--- src/rtl/mem_arb_pkg.sv ---
// Shared types and constants for the two-port data-memory arbiter.
package mem_arb_pkg;

    localparam int unsigned BE_W = 4;

    localparam logic REQ_CPU = 1'b0;
    localparam logic REQ_DMA = 1'b1;

    typedef enum logic [1:0] {
        IDLE   = 2'd0,
        ACCESS = 2'd1,
        RESP   = 2'd2
    } arbState_t;

endpackage

--- src/rtl/rr_pick2.sv ---
// Two-way round-robin winner selection: the requester not served last wins a tie.
module rr_pick2
    import mem_arb_pkg::*;
(
    input  logic [1:0] req,
    input  logic       last,
    output logic       grant
);

    always_comb begin
        grant = REQ_CPU;
        if (req == 2'b11) begin
            grant = ~last;
        end else if (req[1]) begin
            grant = REQ_DMA;
        end
    end

endmodule

--- src/rtl/mem_bus_arbiter.sv ---
// Arbitrates CPU (0) and DMA/loader (1) onto one synchronous data memory, with lock chaining.
// Optional MEM_ARB_LOCK_LIMIT_EN caps consecutive locked grants at LOCK_MAX and flags lock_err.
module mem_bus_arbiter
    import mem_arb_pkg::*;
#(
    parameter int unsigned ADDR_W   = 11,
    parameter int unsigned DATA_W   = 32,
    parameter int unsigned LOCK_MAX = 8
) (
    input  logic              clk,
    input  logic              rst,
    input  logic              req0,
    input  logic              lock0,
    input  logic [BE_W-1:0]   we0,
    input  logic [ADDR_W-1:0] addr0,
    input  logic [DATA_W-1:0] wdata0,
    output logic              ack0,
    output logic [DATA_W-1:0] rdata0,
    input  logic              req1,
    input  logic              lock1,
    input  logic [BE_W-1:0]   we1,
    input  logic [ADDR_W-1:0] addr1,
    input  logic [DATA_W-1:0] wdata1,
    output logic              ack1,
    output logic [DATA_W-1:0] rdata1,
    output logic              mem_en,
    output logic [BE_W-1:0]   mem_we,
    output logic [ADDR_W-1:0] mem_addr,
    output logic [DATA_W-1:0] mem_wdata,
    input  logic [DATA_W-1:0] mem_rdata,
    output logic              busy,
    output logic              lock_err
);

    arbState_t         state;
    logic              owner;
    logic              lastServed;
    logic [DATA_W-1:0] rdHold0;
    logic [DATA_W-1:0] rdHold1;

    logic              grantPick;
    logic              issueIdx;
    logic              ownerReq;
    logic              ownerLock;
    logic [BE_W-1:0]   issueWe;
    logic [ADDR_W-1:0] issueAddr;
    logic [DATA_W-1:0] issueWdata;

    rr_pick2 uPick (
        .req   ({req1, req0}),
        .last  (lastServed),
        .grant (grantPick)
    );

    // A locked re-grant reuses the current owner; otherwise the arbitration winner is issued.
    assign issueIdx   = (state == RESP) ? owner : grantPick;
    assign issueWe    = (issueIdx == REQ_DMA) ? we1    : we0;
    assign issueAddr  = (issueIdx == REQ_DMA) ? addr1  : addr0;
    assign issueWdata = (issueIdx == REQ_DMA) ? wdata1 : wdata0;
    assign ownerReq   = (owner == REQ_DMA) ? req1  : req0;
    assign ownerLock  = (owner == REQ_DMA) ? lock1 : lock0;

    // Memory data arrives during the ack cycle, so it is forwarded then and held afterwards.
    assign rdata0 = ack0 ? mem_rdata : rdHold0;
    assign rdata1 = ack1 ? mem_rdata : rdHold1;
    assign busy   = (state != IDLE);

`ifdef MEM_ARB_LOCK_LIMIT_EN
    localparam int unsigned CNT_W = $clog2(LOCK_MAX + 1);
    logic [CNT_W-1:0] lockCnt;
    logic             lockErr;
    assign lock_err = lockErr;
`else
    assign lock_err = 1'b0;
`endif

    always_ff @(posedge clk) begin
        if (rst) begin
            state      <= IDLE;
            owner      <= REQ_CPU;
            lastServed <= REQ_DMA;
            ack0       <= 1'b0;
            ack1       <= 1'b0;
            rdHold0    <= '0;
            rdHold1    <= '0;
            mem_en     <= 1'b0;
            mem_we     <= '0;
            mem_addr   <= '0;
            mem_wdata  <= '0;
`ifdef MEM_ARB_LOCK_LIMIT_EN
            lockCnt    <= '0;
            lockErr    <= 1'b0;
`endif
        end else begin
            ack0   <= 1'b0;
            ack1   <= 1'b0;
            mem_en <= 1'b0;
            mem_we <= '0;
            case (state)
                IDLE: begin
                    if (req0 || req1) begin
                        state     <= ACCESS;
                        owner     <= issueIdx;
                        mem_en    <= 1'b1;
                        mem_we    <= issueWe;
                        mem_addr  <= issueAddr;
                        mem_wdata <= issueWdata;
`ifdef MEM_ARB_LOCK_LIMIT_EN
                        lockCnt   <= CNT_W'(1);
`endif
                    end
                end
                ACCESS: begin
                    state <= RESP;
                    if (owner == REQ_DMA) begin
                        ack1 <= 1'b1;
                    end else begin
                        ack0 <= 1'b1;
                    end
                end
                RESP: begin
                    lastServed <= owner;
                    if (owner == REQ_DMA) begin
                        rdHold1 <= mem_rdata;
                    end else begin
                        rdHold0 <= mem_rdata;
                    end
                    state <= IDLE;
                    if (ownerLock && ownerReq) begin
`ifdef MEM_ARB_LOCK_LIMIT_EN
                        if (lockCnt >= CNT_W'(LOCK_MAX)) begin
                            lockErr <= 1'b1;
                        end else begin
                            state     <= ACCESS;
                            mem_en    <= 1'b1;
                            mem_we    <= issueWe;
                            mem_addr  <= issueAddr;
                            mem_wdata <= issueWdata;
                            lockCnt   <= lockCnt + CNT_W'(1);
                        end
`else
                        state     <= ACCESS;
                        mem_en    <= 1'b1;
                        mem_we    <= issueWe;
                        mem_addr  <= issueAddr;
                        mem_wdata <= issueWdata;
`endif
                    end
                end
                default: state <= IDLE;
            endcase
        end
    end

endmodule

--- config.mk ---
export PLATFORM = sky130hd
export DESIGN_NAME = mem_bus_arbiter
export DESIGN_NICKNAME = d
export VERILOG_FILES = /design/src/rtl/mem_arb_pkg.sv /design/src/rtl/rr_pick2.sv /design/src/rtl/mem_bus_arbiter.sv
export SDC_FILE = /design/constraint.sdc
export NUM_CORES = 1
export LEC_CHECK = 0
export ABC_AREA = 1
export BUFFER_PORTS_ARGS = -buffer_cell sky130_fd_sc_hd__clkbuf_2
export CAP_MARGIN = 15
export CORE_ASPECT_RATIO = 2
export CORE_UTILIZATION = 45
export CTS_BUF_LIST = sky130_fd_sc_hd__clkbuf_4 sky130_fd_sc_hd__clkbuf_8
export DETAILED_ROUTE_END_ITERATION = 10
export PLACE_DENSITY = 0.79
export SETUP_SLACK_MARGIN = 0.5
export SLEW_MARGIN = 40
export SYNTH_ARGS = -nofsm -noshare
export SYNTH_HDL_FRONTEND = slang
export SYNTH_SLANG_ARGS = --single-unit
--- constraint.sdc ---
create_clock -name clk -period 3.55 [get_ports clk]
set_clock_uncertainty 0.05 [all_clocks]
set_input_delay 0.355 -clock clk [delete_from_list [all_inputs] [get_ports clk]]
set_output_delay 0.355 -clock clk [all_outputs]
set_load 0.005 [all_outputs]
# Yosys cells after proc, flatten, opt, wreduce, memory -nomap -nowiden
# Index checks and enable logic that the tools add are counted.
# Widths: inputs -> output; s select.
[op_classes]
n_eq_ne = 5
n_mux = 27
n_bitwise = 3
reduce_logical = 10
[ops]
columns = ["op", "n"]
rows = [
  ["$mux 32", 5],
  ["$pmux 32 s2", 1],
  ["$mux 11", 3],
  ["$pmux 11 s2", 1],
  ["$mux 4", 3],
  ["$mux 1", 10],
  ["$pmux 4 s2", 1],
  ["$pmux 2 s3", 1],
  ["$reduce_and 2->1", 3],
  ["$eq 2x2->1 const B", 2],
  ["$reduce_bool 2->1", 2],
  ["$not 1->1", 3],
  ["$reduce_and 3->1", 1],
  ["$eq 2x1->1 const B", 1],
  ["$logic_not 2->1", 1],
  ["$mux 2", 1],
  ["$ne 2x1->1 const B", 1],
  ["$ne 2x2->1 const B", 1],
  ["$pmux 1 s2", 1],
  ["$reduce_or 2->1", 1],
  ["$logic_and 1x1->1", 1],
  ["$logic_or 1x1->1", 1],
]
[word_totals]
reg_bits = 118
input_bits = 132
output_inout_bits = 116
elab_cells = 56

# Depth between registers and ports, before layout
[depth]
word_depth = 6
depth_mapped = 10

# Modules after synthesis
# A second synthesis with hierarchy kept.
[hier_totals]
cells_unflattened = 904
hier_area_um2 = 5866.9
[modules_own_cells]
columns = ["mod", "instances", "cells_each", "area_each_um2", "seq_area_each_um2"]
rows = [
  ["mem_bus_arbiter", 1, 902, 5854.4, 2362.3],
  ["rr_pick2", 1, 2, 12.5, 0.0],
]

# Least setup slack after synthesis
# No wires, ideal clock.
[synth_path]
path_type = "register to output"
from = "register ack0"
to = "output port rdata0[10]"
arrival_ns = 1.005
path_slack_ns = 2.140
stages_incl_launch_ff = 5
path_cell_list = "dfxtp_1 -> clkbuf_1 -> clkbuf_1 -> nand2_1 -> o21ai_0"
[synth_via]
elab_chain_len = 1
[synth_rtl]
columns = ["item", "line_no", "rtl"]
rows = [
  ["start: declaration", "mem_bus_arbiter.sv:17", "output logic ack0,"],
  ["start signal: assignment", "mem_bus_arbiter.sv:82", "ack0 <= 1'b0;"],
  ["start signal: assignment", "mem_bus_arbiter.sv:95", "ack0 <= 1'b0;"],
  ["start signal: assignment", "mem_bus_arbiter.sv:118", "ack0 <= 1'b1;"],
  ["$mux 32", "mem_bus_arbiter.sv:64", "assign rdata0 = ack0 ? mem_rdata : rdHold0;"],
  ["end: declaration", "mem_bus_arbiter.sv:18", "output logic [DATA_W-1:0] rdata0,"],
]
# Every way passes these cells.

# Final worst setup path
[layout_path]
from = "register owner"
to = "register mem_wdata[16]"
[layout_via]
elab_chain_len = 4
[layout_rtl]
columns = ["item", "line_no", "rtl"]
rows = [
  ["start: declaration", "mem_bus_arbiter.sv:36", "logic owner;"],
  ["start signal: assignment", "mem_bus_arbiter.sv:103", "owner <= issueIdx;"],
  ["$mux 1 (on tied branches)", "mem_bus_arbiter.sv:56, mem_bus_arbiter.sv:60, mem_bus_arbiter.sv:61", ""],
  ["$mux 32 / $logic_and 1x1->1 (equally long branches)", "mem_bus_arbiter.sv:59, mem_bus_arbiter.sv:129", ""],
  ["$mux 32 (tied with other cells)", "mem_bus_arbiter.sv:129", "if (ownerLock && ownerReq) begin"],
  ["$pmux 32 s2 / $reduce_and 3->1 (equally long branches)", "n/a", ""],
  ["end signal: assignment", "mem_bus_arbiter.sv:107", "mem_wdata <= issueWdata;"],
  ["end signal: assignment", "mem_bus_arbiter.sv:146", "mem_wdata <= issueWdata;"],
  ["end: declaration", "mem_bus_arbiter.sv:29", "output logic [DATA_W-1:0] mem_wdata,"],
]
# Parallel ways exist; a longest one is shown, timed or not. The select of a mux whose other input is x is not followed.
# A chain may end at the register's enable or synchronous reset.

==> results.json <==
{
  "run_status": "completed",
  "timing.hold.worst.class": "input pin to register",
  "cts_repair_resize_count": 0,
  "achievable-frequency_mhz": 470.8,
  "synth.net_count": 970,
  "synthesis.area_per_instance_um2": 6.789,
  "final_cells": 1198,
  "pin_count": 248,
  "clock_path_buffers": 2,
  "synth_cell_types": 21,
  "place_congestion": 0.8828,
  "maximum_number_of_pins_on_one_net_before_global_route_repair": 81,
  "tritoncts": "built",
  "setup_tns_ns": 0,
  "detailroute.via_count": 6014,
  "switching_share": 0.2838,
  "timing_worst_setup_path_type": "register to register",
  "grt_first_pass_wirelength_um": 24400,
  "clkSlewWorstSetupHoldPaths_ns": 0.07,
  "viasPerCell": 5.020,
  "core_region_area_um2": 12270,
  "detail_route.first_pass.iterations": 5,
  "cts_made_buffers": 17,
  "antenna_found_initial": 0,
  "switching_power_mw": 0.9333,
  "number_of_global_route_vias_before_repair": 5206,
  "insertedDiodeCount": 0,
  "share_comb_of_total_power": 0.187,
  "mostFrequentLayoutCells": "clkbuf_2, nand2_1, o21ai_0",
  "p_seq_frac": 0.449,
  "synth_area_um2": 5689,
  "global_route.usage.total": 0.2402,
  "insertion_delay_ns": 0.42,
  "final_util": 0.5892,
  "critical_path.endpoint_type": "register",
  "dp_cells": 1167,
  "worstMarginPinSlew_ns": 0.7448,
  "mostFrequentLayoutCell": "clkbuf_2",
  "finalMaxSlewViolations": 0,
  "ys_ff_latch": 118,
  "seq_area_frac_synth": 0.4152,
  "final.hold.worst_slack_ns": 0.09668,
  "p_total_mw": 3.288,
  "wl_per_cell_um": 12.95,
  "finalWorstSetupSlack_ns": 1.426,
  "timing.critical_path.required_ns": 3.82,
  "postCtsSetupBuffers": 0,
  "cts.htree.levels": 4,
  "p_int_mw": 2.355,
  "hold_violations": 0,
  "slew_headroom": 0.5035,
  "route.detailed.drc": 0,
  "irDropWorstVdd_mv": 0.2765,
  "clkPwrFrac": 0.365,
  "synthToLayoutAreaGrowth_pct": 27.05,
  "drt-initial-drc-count": 282,
  "floorplan.die_area_um2": 13120,
  "hold_buffers_post_cts": 0,
  "netlist_instances": 838,
  "final.period_utilization": 0.5984,
  "yosys_warnings": 0,
  "total_setup_violations_reported_at_the_end_of_the_flow": 0,
  "maxCapViolations": 0,
  "final_nets": 1171,
  "power-per-cell-area_nw_per_um2": 454.9,
  "routed_wl_um": 15520,
  "std_cell_rows": 57,
  "die_h_um": 161.0,
  "ant_nets": 0,
  "stdcell_area_um2": 7228,
  "leak_pwr_nw": 3.513,
  "worst-r2r-setup-slack_ns": 1.43,
  "worstPathArrival_ns": 2.39,
  "start_util": 0.4638,
  "placed_area_um2": 6832,
  "place.port_buffers": 246,
  "clkSinkCount": 118,
  "timing.critical_path.fanout_max": 80,
  "cts_root_buf": "clkbuf_8",
  "setup.worst_path.start_class": "register",
  "hpwlAfterDp_um": 11000,
  "pre_cts_ws_ns": 1.391,
  "unrepaired_setup_endpoints_after_global_routing": "false",
  "drive_above_1_share": 0.2835,
  "grt_overflow": 0,
  "chipWidth_um": 81.51,
  "finalCriticalPeriod_ns": 2.124
}
-- synth_stat cells, drive strengths merged --
cell type	count	area, um^2
buf	33	200.2
nand3b	23	172.7
a21oi	68	340.3
nor3	4	20.02
nor2	55	214.0
nand3	85	425.4
conb	1	3.750
o21ai	130	654.4
inv	76	285.3
clkbuf	37	138.9
dfxtp	118	2362
nand2	187	714.4
a21boi	21	157.7
-- sequential cells by signal (all words and copies together), names as in the netlist, 2 cells and up --
register,count
mem_addr,11
mem_wdata,32
mem_we,4
rdHold0,32
rdHold1,32
state,2
-- cells by family (layout without fill, tap and decap cells) --
family | Yosys count | count (layout) | share of synthesized area
other | 1 | 1 | 0.0006591
AND/OR/NAND/NOR | 354 | 354 | 0.2718
buffers and inverters | 146 | 359 | 0.1097
AO/OA/AOI/OAI | 219 | 219 | 0.2026
flip-flops | 118 | 118 | 0.4152
-- area by class of cell --
cell class                 instances  area (um^2)
clock buffer                      24        330.3
clock inverter                     7        66.31
fill                            1210         5039
inverter                          76        286.5
multi-input combinational        574         2715
sequential                       118         2370
tap                              147        183.9
timing repair buffer             252         1276
-- power groups by stage --
| stage | registers, mW | logic [mW] | clock network, mW |
|---|---|---|---|
| after global placement | 1.50 | 0.607 | 0 |
| after floorplan | 1.49 | 0.373 | 0 |
| final | 1.48 | 0.614 | 1.20 |
| after detailed placement | 1.50 | 0.616 | 0 |
| after global routing | 1.49 | 0.698 | 1.29 |
| after CTS | 1.48 | 0.618 | 1.23 |
-- metal layers --
| layer | up-vias | routed length [um] | GRT usage |
|---|---|---|---|
| li1 | 3113 | - | - |
| met1 | 2646 | 5742 | 0.2561 |
| met2 | 214 | 8297 | 0.4167 |
| met3 | 41 | 842 | 0.05876 |
| met4 | 0 | 637 | 0.1331 |
| met5 | - | 0 | 0 |
-- critical path, stage by stage, from the launching register on --
cell and delay (ns):
dfxtp_1 0.44, inv_2 0.09, nand2_4 0.52, buf_4 0.55, a21boi_0 0.18, nor2_1 0.13, nor2_1 0.04
-- worst paths after layout --
path                                   from            end  cells after the start
worst min-delay path                    rst       state[1]                      2
worst min register to register  rdHold1[25]    rdHold1[25]                      2
worst max register to register        owner  mem_wdata[16]                      6
worst max-delay path                  owner  mem_wdata[16]                      6
Power figures use the tool's default switching activity.
